### src/rtl/mem_stage.sv
// Memory stage of the 5-stage MIPS pipeline: data-cache request/stall control,
// LL/SC link register with coherence invalidation, and the MEM/WB pipeline register.
module mem_stage #(
   parameter int DATA_W  = 32,
   parameter bit LINK_EN = 1'b1
) (
   input  logic              CLK,
   input  logic              RST,
   input  logic              flush_i,
   input  logic [DATA_W-1:0] aluout_i,
   input  logic [DATA_W-1:0] rdat2_i,
   input  logic [DATA_W-1:0] npc_i,
   input  logic [4:0]        wsel_i,
   input  logic              rfWEN_i,
   input  logic [1:0]        rfInSel_i,
   input  logic              dREN_i,
   input  logic              dWEN_i,
   input  logic              ll_i,
   input  logic              sc_i,
   input  logic              halt_i,
   input  logic              dhit,
   input  logic [DATA_W-1:0] dmemload,
   input  logic              ccinv,
   input  logic [DATA_W-1:0] ccsnoopaddr,
   output logic              dmemREN,
   output logic              dmemWEN,
   output logic [DATA_W-1:0] dmemaddr,
   output logic [DATA_W-1:0] dmemstore,
   output logic              mem_stall,
   output logic [DATA_W-1:0] wb_wdat_o,
   output logic [4:0]        wb_wsel_o,
   output logic              wb_rfWEN_o,
   output logic              wb_halt_o
);

   typedef enum logic [1:0] {
      IDLE   = 2'd0,
      WAIT   = 2'd1,
      HALTED = 2'd2
   } state_t;

   state_t state, state_next;

   logic              link_valid;
   logic [DATA_W-1:0] link_addr;

   logic              addr_match;
   logic              snoop_link;
   logic              snoop_new;
   logic              scfail;
   logic              req;
   logic              ll_done;
   logic              sc_done;
   logic              store_hit;
   logic              inv;
   logic              wb_load;
   logic [DATA_W-1:0] wdat_mux;

   // Word-granular compares: the byte offset never distinguishes a linked location.
   assign addr_match = link_addr[DATA_W-1:2] == aluout_i[DATA_W-1:2];
   assign snoop_link = ccsnoopaddr[DATA_W-1:2] == link_addr[DATA_W-1:2];
   assign snoop_new  = ccsnoopaddr[DATA_W-1:2] == aluout_i[DATA_W-1:2];

   assign scfail    = sc_i & ~(link_valid & addr_match);
   assign req       = (dREN_i | dWEN_i) & ~scfail & (state != HALTED);
   assign dmemREN   = req & dREN_i;
   assign dmemWEN   = req & dWEN_i;
   assign dmemaddr  = aluout_i;
   assign dmemstore = rdat2_i;
   assign mem_stall = req & ~dhit;

   assign ll_done   = req & dREN_i & ll_i & dhit;
   assign sc_done   = sc_i & (scfail | (req & dhit));
   assign store_hit = req & dWEN_i & dhit & addr_match;
   // A snoop racing an LL completion is compared against the address being linked.
   assign inv       = ccinv & (ll_done ? snoop_new : snoop_link);
   assign wb_load   = ~mem_stall & ~flush_i & (state != HALTED);

   always_comb begin
      wdat_mux = aluout_i;
      if (sc_i)
         wdat_mux = {{(DATA_W-1){1'b0}}, ~scfail};
      else if (rfInSel_i == 2'd1)
         wdat_mux = dmemload;
      else if (rfInSel_i == 2'd2)
         wdat_mux = npc_i;
   end

   always_comb begin
      state_next = state;
      if (state != HALTED && halt_i && wb_load)
         state_next = HALTED;
      else if (state == IDLE && req && !dhit)
         state_next = WAIT;
      else if (state == WAIT && dhit)
         state_next = IDLE;
   end

   always_ff @(posedge CLK) begin
      if (RST)
         state <= IDLE;
      else
         state <= state_next;
   end

   always_ff @(posedge CLK) begin
      if (RST) begin
         link_valid <= 1'b0;
         link_addr  <= '0;
      end else begin
         if (inv || sc_done || store_hit)
            link_valid <= 1'b0;
         else if (ll_done)
            link_valid <= LINK_EN;
         if (ll_done)
            link_addr <= aluout_i;
      end
   end

   // Stall, flush and halt all write a bubble; wb_halt_o only ever clears on reset.
   always_ff @(posedge CLK) begin
      if (RST) begin
         wb_wdat_o  <= '0;
         wb_wsel_o  <= '0;
         wb_rfWEN_o <= 1'b0;
         wb_halt_o  <= 1'b0;
      end else if (wb_load) begin
         wb_wdat_o  <= wdat_mux;
         wb_wsel_o  <= wsel_i;
         wb_rfWEN_o <= rfWEN_i;
         wb_halt_o  <= wb_halt_o | halt_i;
      end else begin
         wb_wdat_o  <= '0;
         wb_wsel_o  <= '0;
         wb_rfWEN_o <= 1'b0;
      end
   end

endmodule

### config.mk
export PLATFORM = sky130hd
export DESIGN_NAME = mem_stage
export DESIGN_NICKNAME = d
export VERILOG_FILES = /design/src/rtl/mem_stage.sv
export SDC_FILE = /design/constraint.sdc
export NUM_CORES = 1
export LEC_CHECK = 0
export ABC_CLOCK_PERIOD_IN_PS = 2250
export BUFFER_PORTS_ARGS = -buffer_cell sky130_fd_sc_hd__buf_4
export CORE_UTILIZATION = 41
export DETAILED_ROUTE_END_ITERATION = 16
export GPL_TIMING_DRIVEN = 0
export PLACE_DENSITY = 0.86
export REMOVE_ABC_BUFFERS = 1
export SYNTH_ARGS = -nofsm -noshare
export SYNTH_HDL_FRONTEND = slang
export SYNTH_SLANG_ARGS = --single-unit
### constraint.sdc
create_clock -name CLK -period 2.25 [get_ports CLK]
set_input_delay 0.1125 -clock CLK [delete_from_list [all_inputs] [get_ports CLK]]
set_output_delay 0.1125 -clock CLK [all_outputs]
set_load 0.05 [all_outputs]
==> results_dict.tcl <==
set metrics [dict create \
    outcome "finished with violations" \
    violations "negative setup slack" \
    io_pins 284 \
    cts_inserted_buffers 9 \
    first_pass_iters 6 \
    cts_tree "done" \
    synth-edff-count 0 \
    peakVddDrop_mv 0.263 \
    fp.dieArea_um2 12900 \
    htreeDepth 3 \
    die_h_um 114 \
    root_buffer "clkbuf_16" \
    post-synth-top-area-cell "dfxtp_1" \
    final_layout_size_suffix_gt1_share_pct 44.4 \
    synth_common_cells "nand2_1 (85), dfxtp_1 (72), buf_4 (65), a21oi_1 (54), xnor2_1 (46)" \
    syn_area_per_cell_um2 7.97 \
    grt_setup_unrepaired "true" \
    ys_ff_latch 72 \
    nets 981 \
    cts_sinks 72 \
    crit_type "register to register" \
    synth_cells 641 \
    dr_total_vias 5634 \
    crit_path_top_delay_cell "dfxtp_4" \
    synth-seq-area-share_pct 28.2 \
    die-width_um 114 \
    setup_tns_ps -7370 \
    p_leak_nw 3.14 \
    cts_max_path_buffers 2 \
    diodes 0 \
    fmax_mhz 394 \
    timing.hold.ws_ps 25.8 \
    skew_ps 7.05 \
    synthMostInstantiatedCell "nand2_1" \
    cp-start-kind "register" \
    design_area_um2 7440 \
    max_slew_margin_pct 43.8 \
    syn_area_um2 5110 \
    synthToLayoutAreaGrowth_pct 45.6 \
    clk_latency_ps 340 \
    grt_first_pass_wirelength_um 27700 \
    max_slew.worst_pin.slew_ps 840 \
    drt_iter0_drc 686 \
    grt_pass1_vias 5273 \
    gr-total-overflow 0 \
    cp_slowest_stage_delay_ps 360 \
    rows 40 \
    grtUsageTotal_pct 28.2 \
    netlist.area_leader.share_pct 28.2 \
    min_path_type "input pin to register" \
    yosys_warnings 0 \
    antenna_found_initial 0 \
    crit_chain "xnor2_2 -> nand4_1 -> nor4_4 -> buf_4 -> nand4_4 -> buf_8 -> buf_4 -> mux2i_1 -> o22ai_1 -> and4b_1 -> a41oi_2" \
    p_per_area_nw_per_um2 518 \
    arrival_ps 2750 \
    fillers 948 \
    crit_top_cell "buf_4" \
    endpoint_kind "register" \
    drv_cap 0 \
    drc 0 \
    synth-async-reset-ratio_pct 0 \
    clkTransAtPathRegs_ps 60 \
    finalSetupViolCount 74 \
    report.final.slew_viol_count 0 \
    period_needed_ps 2540 \
    ant_nets 0 \
    regArea_um2 1480 \
    multiInputGateArea_um2 3410 \
    fp.coreArea_um2 12100 \
    reg2reg_slack_ps -290 \
    pre_cts_ws_ps -1760 \
    ys.flop_type "dfxtp_1" \
    dpl_cell_area_um2 6280 \
    fin_ws_ps -290 \
    cp_max_fo 7 \
    routed_wl_um 19800 \
    required_ps 2460 \
    post-dp-hpwl_um 12500 \
    grt_max_degree 48 \
    post-route-period-util_pct 113 \
    viasPerCell 5.77 \
    initial_core_util_pct 42.4 \
    io_buffer_count 217 \
    ys_top_cells_by_area "dfxtp_1 (28%), buf_4 (9.6%), xnor2_1 (7.9%), nand2_1 (6.2%), a21oi_1 (5.3%)" \
    hold_violations 0 \
    gp_congestion 0.940 \
    yosysUniqueCellTypes 57 \
    wl_per_cell_um 20.3 \
]
[metal layers]
layer,routed length (um),global-route usage (%)
met3,2460,12.2
met4,1070,15.1
met5,72,5.10
met1,7420,31.7
met2,8770,44.8
[logic make-up after synthesis]
family / after synthesis / synth area share (%)
AO/OA/AOI/OAI: 142 / 19.2
buffers and inverters: 122 / 14.4
multiplexers: 28 / 5.76
AND/OR/NAND/NOR: 202 / 19.6
XOR/XNOR: 75 / 12.9
flip-flops: 72 / 28.2
[power by group]
| part | switching [mW] | internal [mW] | leakage, nW |
|---|---|---|---|
| Clock | 0.552 | 0.836 | 0.139 |
| Sequential | 0.0228 | 1.31 | 0.595 |
| Combinational | 0.672 | 0.466 | 2.41 |
| Total | 1.25 | 2.61 | 3.14 |
[layout make-up]
| class | count | share of cell area (%) |
|---|---|---|
| tap | 168 | 2.83 |
| sequential | 72 | 19.9 |
| clock inverter | 2 | 0.168 |
| multi-input combinational | 451 | 45.9 |
| timing repair buffer | 252 | 26.7 |
| clock buffer | 14 | 3.68 |
| inverter | 17 | 0.858 |
[flip-flops by register name, summed over array words and instances, names as in the netlist]
name and cells:
wb_wdat_o 32, link_valid 1, link_addr 30, wb_rfWEN_o 1, wb_halt_o 1, wb_wsel_o 5, state 2
[final timing paths]
path              cells past startpoint          start         end
setup / recovery                     11  link_addr[12]  link_valid
hold / removal                        2           dhit    state[0]
setup reg to reg                     11  link_addr[12]  link_valid
hold reg to reg                       2      wb_halt_o   wb_halt_o
[through the flow]
step	utilization, %	total power, mW	instances
after floorplan	-	1.74	536
after global placement	52.1	2.32	921
after detailed placement	52.1	2.33	921
after CTS	58.2	3.75	965
after global routing	61.7	3.98	976
final	61.7	3.86	976
[timing repair]
| action | in CTS | in global routing |
|---|---|---|
| endpoints found under the setup margin | 75 | 74 |
| hold endpoints to repair | 6 | 0 |
| pin swaps | 14 | 27 |
| hold buffers | 6 | 0 |
| gates cloned | 4 | 1 |
| buffers inserted | 18 | 11 |
| resized for setup | 45 | 75 |
[layout by cell type, fill, tap and decap left out, types with 3 or more instances in the layout]
cell           count
xor2_1            29
a21oi_2           17
nor4_1             3
buf_6              3
a2111oi_0          3
buf_8              3
mux2i_1           23
dfxtp_2           12
dfxtp_4            6
a21oi_4            4
nand4_1           14
clkbuf_8           3
dfxtp_1           54
and2_4             6
xnor2_2           12
nand2_1           83
a211oi_2          16
nand2b_1          11
xnor2_1           33
a211oi_1          18
a21oi_1           35
inv_1             17
nor2_1            27
buf_4            237
nor3_1             6
nor2b_1           25
a22oi_1           19
dlygate4sd3_1      6
nand3_1            3
clkbuf_16          9
[worst max-delay path: cells and delay by family (launching register included)]
| family | cells | cell delay (ps) |
|---|---|---|
| AOI/OAI and AO/OA | 2 | 240 |
| xor gates and xnor gates | 1 | 190 |
| buffers and inverters | 3 | 490 |
| DFF | 1 | 360 |
| muxes | 1 | 260 |
| and+or+nand+nor | 4 | 870 |
(Power assumes the default switching activity.)
